<file path="src/rtl/conv_acc_dispatcher.sv">
// conv_acc_dispatcher
//
// Purpose:
//   Takes layer commands (a one-hot unit mode plus a w8 word) into a small
//   command queue. It launches them one at a time on NUM_UNITS compute units.
//   It drives the bus-switcher select and the per-unit start pulses, and it
//   collects the unit finish signals. A run watchdog and a sticky error
//   register cover units that hang or misbehave.
//
// Handshake:
//   A command transfers on any rising clk edge where cmd_valid and cmd_ready
//   are both high. cmd_ready depends only on the queue fill level, never on
//   cmd_valid. A command whose mode does not have exactly one bit set still
//   completes the handshake. It is dropped and raises error code 1.
//
// Ports:
//   clk, rst        clock, asynchronous active-high reset
//   cmd_valid/ready command handshake; cmd_ready = queue not full
//   cmd_mode        one-hot target unit of the offered command
//   cmd_w8          per-layer word forwarded to the unit
//   unit_start      one-cycle start pulse to the selected unit
//   unit_finish     finish from each unit (level or pulse)
//   unit_sel        one-hot bus-switcher select, all-zero when idle
//   unit_w8         w8 of the running command, zero when idle
//   timeout_limit   watchdog limit in RUN cycles; 0 disables the watchdog
//   clr_err         clears err/err_code on the next edge
//   busy            FSM not idle or queue not empty
//   done/done_mode  one-cycle completion pulse and the completed mode
//   err/err_code    sticky first error: 1 illegal mode, 2 timeout,
//                   3 spurious finish
//   state_dbg       current FSM state, for debug visibility
//
// Timing:
//   All unit-facing outputs are registered one edge after the FSM decides.
//   So unit_start and unit_sel rise in the first RUN cycle. They are not
//   raised in the LAUNCH cycle.

module conv_acc_dispatcher #(
   parameter int NUM_UNITS = 3,
   parameter int QDEPTH    = 4,
   parameter int W8_W      = 32,
   parameter int TO_W      = 16
) (
   input  logic                 clk,
   input  logic                 rst,
   input  logic                 cmd_valid,
   output logic                 cmd_ready,
   input  logic [NUM_UNITS-1:0] cmd_mode,
   input  logic [W8_W-1:0]      cmd_w8,
   output logic [NUM_UNITS-1:0] unit_start,
   input  logic [NUM_UNITS-1:0] unit_finish,
   output logic [NUM_UNITS-1:0] unit_sel,
   output logic [W8_W-1:0]      unit_w8,
   input  logic [TO_W-1:0]      timeout_limit,
   input  logic                 clr_err,
   output logic                 busy,
   output logic                 done,
   output logic [NUM_UNITS-1:0] done_mode,
   output logic                 err,
   output logic [1:0]           err_code,
   output logic [1:0]           state_dbg
);

   localparam int PTR_W = (QDEPTH > 1) ? $clog2(QDEPTH) : 1;
   localparam int CNT_W = PTR_W + 1;

   typedef enum logic [1:0] {
      S_IDLE   = 2'd0,
      S_LAUNCH = 2'd1,
      S_RUN    = 2'd2,
      S_DONE   = 2'd3
   } state_t;

   state_t state;

   // Command queue storage. The data needs no reset because the count
   // guards every read.
   logic [NUM_UNITS-1:0] q_mode [QDEPTH];
   logic [W8_W-1:0]      q_w8   [QDEPTH];
   logic [PTR_W-1:0]     wr_ptr;
   logic [PTR_W-1:0]     rd_ptr;
   logic [CNT_W-1:0]     count;

   logic full;
   logic empty;
   logic handshake;
   logic mode_legal;
   logic push;
   logic pop;

   // Latched command and watchdog.
   logic [NUM_UNITS-1:0] mode_r;
   logic [W8_W-1:0]      w8_r;
   logic [TO_W-1:0]      wd_cnt;
   logic [TO_W-1:0]      wd_next;

   logic finish_hit;
   logic spurious;
   logic timeout_hit;
   logic [1:0] new_code;

   assign full       = (count == CNT_W'(QDEPTH));
   assign empty      = (count == '0);
   assign cmd_ready  = !full;
   assign handshake  = cmd_valid && cmd_ready;
   assign mode_legal = ($countones(cmd_mode) == 1);
   assign push       = handshake && mode_legal;
   assign pop        = (state == S_IDLE) && !empty;
   assign busy       = (state != S_IDLE) || !empty;
   assign state_dbg  = state;

   // The watchdog saturates instead of wrapping.
   assign wd_next = (wd_cnt == '1) ? wd_cnt : wd_cnt + TO_W'(1);

   // Only RUN looks at the finish lines. In LAUNCH, the previous unit may
   // still be holding a level finish.
   assign finish_hit  = (state == S_RUN) && ((unit_finish & mode_r) != '0);
   assign spurious    = (state == S_RUN) && ((unit_finish & ~mode_r) != '0);
   // A finish on the same edge as the limit takes priority.
   assign timeout_hit = (state == S_RUN) && !finish_hit &&
                        (timeout_limit != '0) && (wd_next >= timeout_limit);

   always_comb begin
      new_code = 2'd0;
      if (handshake && !mode_legal) begin
         new_code = 2'd1;
      end else if (timeout_hit) begin
         new_code = 2'd2;
      end else if (spurious) begin
         new_code = 2'd3;
      end
   end

   // ---------------- queue ----------------
   always_ff @(posedge clk) begin
      if (push) begin
         q_mode[wr_ptr] <= cmd_mode;
         q_w8[wr_ptr]   <= cmd_w8;
      end
   end

   always_ff @(posedge clk or posedge rst) begin
      if (rst) begin
         wr_ptr <= '0;
         rd_ptr <= '0;
         count  <= '0;
      end else begin
         if (push) wr_ptr <= wr_ptr + PTR_W'(1);
         if (pop)  rd_ptr <= rd_ptr + PTR_W'(1);
         case ({push, pop})
            2'b10:   count <= count + CNT_W'(1);
            2'b01:   count <= count - CNT_W'(1);
            default: count <= count;
         endcase
      end
   end

   // ---------------- FSM with registered outputs ----------------
   always_ff @(posedge clk or posedge rst) begin
      if (rst) begin
         state      <= S_IDLE;
         mode_r     <= '0;
         w8_r       <= '0;
         wd_cnt     <= '0;
         unit_start <= '0;
         unit_sel   <= '0;
         unit_w8    <= '0;
         done       <= 1'b0;
         done_mode  <= '0;
      end else begin
         unit_start <= '0;
         done       <= 1'b0;
         done_mode  <= '0;
         case (state)
            S_IDLE: begin
               if (!empty) begin
                  mode_r <= q_mode[rd_ptr];
                  w8_r   <= q_w8[rd_ptr];
                  state  <= S_LAUNCH;
               end
            end
            S_LAUNCH: begin
               unit_start <= mode_r;
               unit_sel   <= mode_r;
               unit_w8    <= w8_r;
               wd_cnt     <= '0;
               state      <= S_RUN;
            end
            S_RUN: begin
               if (finish_hit) begin
                  done      <= 1'b1;
                  done_mode <= mode_r;
                  state     <= S_DONE;
               end else if (timeout_hit) begin
                  // A timed-out command is abandoned without a done pulse.
                  unit_sel <= '0;
                  unit_w8  <= '0;
                  state    <= S_IDLE;
               end else begin
                  wd_cnt <= wd_next;
               end
            end
            S_DONE: begin
               unit_sel <= '0;
               unit_w8  <= '0;
               state    <= S_IDLE;
            end
            default: state <= S_IDLE;
         endcase
      end
   end

   // ---------------- sticky error ----------------
   // Once set, the error holds until clr_err. If an error arrives together
   // with clr_err, the new error is kept.
   always_ff @(posedge clk or posedge rst) begin
      if (rst) begin
         err      <= 1'b0;
         err_code <= 2'd0;
      end else if (clr_err || !err) begin
         err      <= (new_code != 2'd0);
         err_code <= new_code;
      end
   end

endmodule

</file>
<file path="config.mk">
export PLATFORM = sky130hd
export DESIGN_NAME = conv_acc_dispatcher
export DESIGN_NICKNAME = d
export VERILOG_FILES = /design/src/rtl/conv_acc_dispatcher.sv
export SDC_FILE = /design/constraint.sdc
export NUM_CORES = 1
export LEC_CHECK = 0
export ABC_CLOCK_PERIOD_IN_PS = 4100
export CAP_MARGIN = 25
export CORE_AREA = 2 2 138 140
export CTS_CLUSTER_DIAMETER = 50
export DETAILED_ROUTE_END_ITERATION = 10
export DIE_AREA = 0 0 140 142
export PLACE_DENSITY_LB_ADDON = 0.1
export SLEW_MARGIN = 20
export SYNTH_ARGS = -nofsm -noshare
export SYNTH_HDL_FRONTEND = slang
export SYNTH_SLANG_ARGS = --single-unit
</file>
<file path="constraint.sdc">
create_clock -name clk -period 4.1 [get_ports clk]
set_input_delay 1.025 -clock clk [delete_from_list [all_inputs] [get_ports clk]]
set_output_delay 1.025 -clock clk [all_outputs]
set_load 0.02 [all_outputs]
</file>
==> flow_metrics.tcl <==
set metrics [dict create \
    vias 5897 \
    cp-start-kind "flip-flop" \
    dr.pass1.iters 10 \
    start_util 0.547 \
    yosysWarnings 0 \
    synth_top_family_by_area "simple AND/OR/NAND/NOR gates" \
    drt-initial-drc-count 339 \
    whs_path_depth 1 \
    grt_usage 0.211 \
    p_leak_nw 5.03 \
    final_max_slew_viol_count 0 \
    crit_chain "ha_1 > nand4_4 > or2_1 > xnor2_1 > ha_1 > nand2b_4 > a2111oi_2 > nand3b_1 > a41oi_4 > buf_4 > or4_1 > o211ai_1" \
    ys_ff_latch 245 \
    finalCritPeriodShare 0.874 \
    reg2reg_from "wd_cnt[0]$_DFFE_PP0P_" \
    drive_gt1_frac 0.147 \
    ctsHoldBuffers 0 \
    tightest_slew_ps 954 \
    fin_util 0.674 \
    die_x_um 140 \
    status "finished with violations" \
    grt_max_degree 74 \
    fillCellCount 1276 \
    insertion_delay_ps 530 \
    hp-start "unit_sel[1]$_DFFE_PP0P_" \
    ys_async_sr_fraction 0.429 \
    synth_nets 764 \
    power.density_mw_per_mm2 673 \
    worstReg2RegEnd "wd_cnt[0]$_DFFE_PP0P_" \
    hold_viol_final 0 \
    cpLargestDelayFamily "simple AND/OR/NAND/NOR gates" \
    critPathSlowestCell "dfrtp_1" \
    die_h_um 142 \
    cp_common_cell "ha_1" \
    antenna_found_initial 0 \
    wirelength_mm 20.5 \
    cts_max_level 1 \
    synth_fa_ha_area_frac 0.0313 \
    wl_per_cell_um 19.5 \
    dpl_worst_slack_ps 445 \
    numClockSinks 245 \
    ant_nets 0 \
    cts.repair_timing.setup_buffer_count 0 \
    io_buffer_count 106 \
    root_buffer "clkbuf_16" \
    num_rows 50 \
    numCtsBuffers 26 \
    ys_types 57 \
    setup_slack_ps 518 \
    rsz0062_at_grt "false" \
    viasPerCell 5.61 \
    synth_area_mm2 0.0101 \
    critPathRequiredTime_ps 4530 \
    cp_num_buf_inv 1 \
    coreArea_mm2 0.0185 \
    synthXorXnorAreaFrac 0.0113 \
    r2r_setup_slack_ps 520 \
    diodes 0 \
    relSlewSlack 0.363 \
    holdPathEnd "unit_sel[1]$_DFFE_PP0P_" \
    reg2regPathDepth 12 \
    layout.nets 879 \
    setup_viol 0 \
    synthCells 682 \
    synth-edff-count 140 \
    path_clk_slew_ps 60 \
    dp_hpwl_mm 13.2 \
    cts-resized-gates 0 \
    seq_area_frac_synth 0.677 \
    grt_pass1_vias 6062 \
    cp-end-kind "flip-flop" \
    cts_tree "done" \
    post-route-drc-count 7 \
    grt_pass1_wl_mm 32.5 \
    clockBufferDepth 3 \
    muxShareOfSynthArea 0.0888 \
    cp_data_arrival_time_ps 4010 \
    cap_viol_max_count 0 \
    criticalPathCategory "reg2reg" \
    synthSimpleGateAreaFrac 0.102 \
    crit_path_max_fanout 8 \
    critPathMaxStageDelay_ps 480 \
    gp_congestion 0.863 \
    io_pins 107 \
    avgSynthCellArea_um2 14.8 \
    final.setup.tns_ps 0 \
    ir_worst_vdd_mv 0.494 \
    violations "DRC" \
    synth_ff_type "edfxtp_1" \
    die-area_mm2 0.0199 \
    gr-total-overflow 0 \
    skew_ps 25.4 \
    syn_to_final_growth_pct 23.2 \
    hp-class "reg2reg" \
    fmax_ghz 0.279 \
    period_needed_ps 3580 \
    synth_compound_area_frac 0.0654 \
]
-- final cells by class --
type / count / area (µm²) / area share
Clock inverter: 16 / 254 / 0.0204
Timing Repair Buffer: 116 / 1210 / 0.0974
Inverter: 29 / 111 / 0.00896
Tap cell: 234 / 293 / 0.0236
Sequential cell: 245 / 6830 / 0.550
Multi-Input combinational cell: 379 / 3040 / 0.244
Clock buffer: 32 / 693 / 0.0558
-- metrics by stage --
stage	total power, mW	hold WS [ps]	cells	instance area, µm²
5_1_grt	8.82	492	1051	12400
4_1_cts	8.48	478	1051	12400
3_5_place_dp	5.94	463	1003	11500
3_3_place_gp	5.87	458	1003	11500
6_report	8.37	472	1051	12400
2_1_floorplan	5.04	446	682	10100
-- registers in the layout, summed over array words and instances, names as in the netlist --
name and flops:
wd_cnt 16, unit_w8 32, err_code 2, err 1
mode_r 3, state_dbg 2, wr_ptr 2, done 1
rd_ptr 2, q_w8 128, q_mode 12, unit_sel 3
done_mode 3, count 3, unit_start 3, w8_r 32
-- cell families (layout without fill, tap and decap cells) --
group,after synthesis,count (layout)
compound gates,82,82
xor+xnor,13,13
fa+ha+maj,24,24
buf+inv,58,193
flops,245,245
mux,44,44
simple gates,216,216
-- where the power goes --
group | internal [mW] | total (mW) | leakage [nW] | switching, mW
Combinational | 1.12 | 2.35 | 1.95 | 1.23
Sequential | 3.08 | 3.50 | 2.62 | 0.421
Clock | 1.59 | 2.52 | 0.465 | 0.932
Total | 5.79 | 8.37 | 5.03 | 2.58
-- per-layer routing --
| layer | global-route usage | wire [µm] |
|---|---|---|
| met3 | 0.0340 | 893 |
| met2 | 0.360 | 10100 |
| met5 | 0 | 0 |
| met4 | 0.0500 | 389 |
| met1 | 0.291 | 9090 |
-- layout by cell type, fill, tap and decap left out, types with 5 or more instances in the layout --
master,Yosys,routed
nand3_1,6,6
xnor2_1,10,10
edfxtp_1,140,140
nor2_1,9,9
buf_12,0,6
a21oi_1,7,7
and3_1,8,8
dfrtp_1,105,103
clkbuf_16,0,26
nor4_1,5,5
nor3_1,5,5
o21ai_0,10,10
clkinv_2,0,5
nand2_1,133,133
a22o_1,32,32
inv_1,28,27
mux4_2,35,35
clkdlybuf4s50_1,0,106
mux2_2,6,6
bufinv_16,0,6
and2_1,22,18
ha_1,22,22
-- synth_stat cells (6+ instances only) --
master | count | share of area
a21oi_1 | 7 | 0.0035
a22o_1 | 32 | 0.028
and2_1 | 22 | 0.014
and3_1 | 8 | 0.0050
buf_2 | 10 | 0.0050
clkbuf_1 | 12 | 0.0045
dfrtp_1 | 105 | 0.26
edfxtp_1 | 140 | 0.42
ha_1 | 22 | 0.027
inv_1 | 28 | 0.010
mux2_2 | 6 | 0.0067
mux4_2 | 35 | 0.078
nand2_1 | 133 | 0.049
nand3_1 | 6 | 0.0030
nor2_1 | 9 | 0.0033
o21ai_0 | 10 | 0.0050
xnor2_1 | 10 | 0.0087
-- worst max path at each step --
stage | cells past startpoint | slack [ps] | start | endpoint
6_report | 12 | 520 | wd_cnt[0]$_DFFE_PP0P_ | wd_cnt[0]$_DFFE_PP0P_
5_1_grt | 12 | 270 | wd_cnt[0]$_DFFE_PP0P_ | wd_cnt[6]$_DFFE_PP0P_
4_1_cts | 12 | 540 | wd_cnt[0]$_DFFE_PP0P_ | wd_cnt[0]$_DFFE_PP0P_
3_5_place_dp | 11 | 440 | cmd_mode[1] | count[2]$_DFFE_PP0P_
3_3_place_gp | 11 | 520 | cmd_mode[1] | count[2]$_DFFE_PP0P_
2_1_floorplan | 1 | 310 | rst | count[0]$_DFFE_PP0P_
Power figures use the tool's default switching activity.
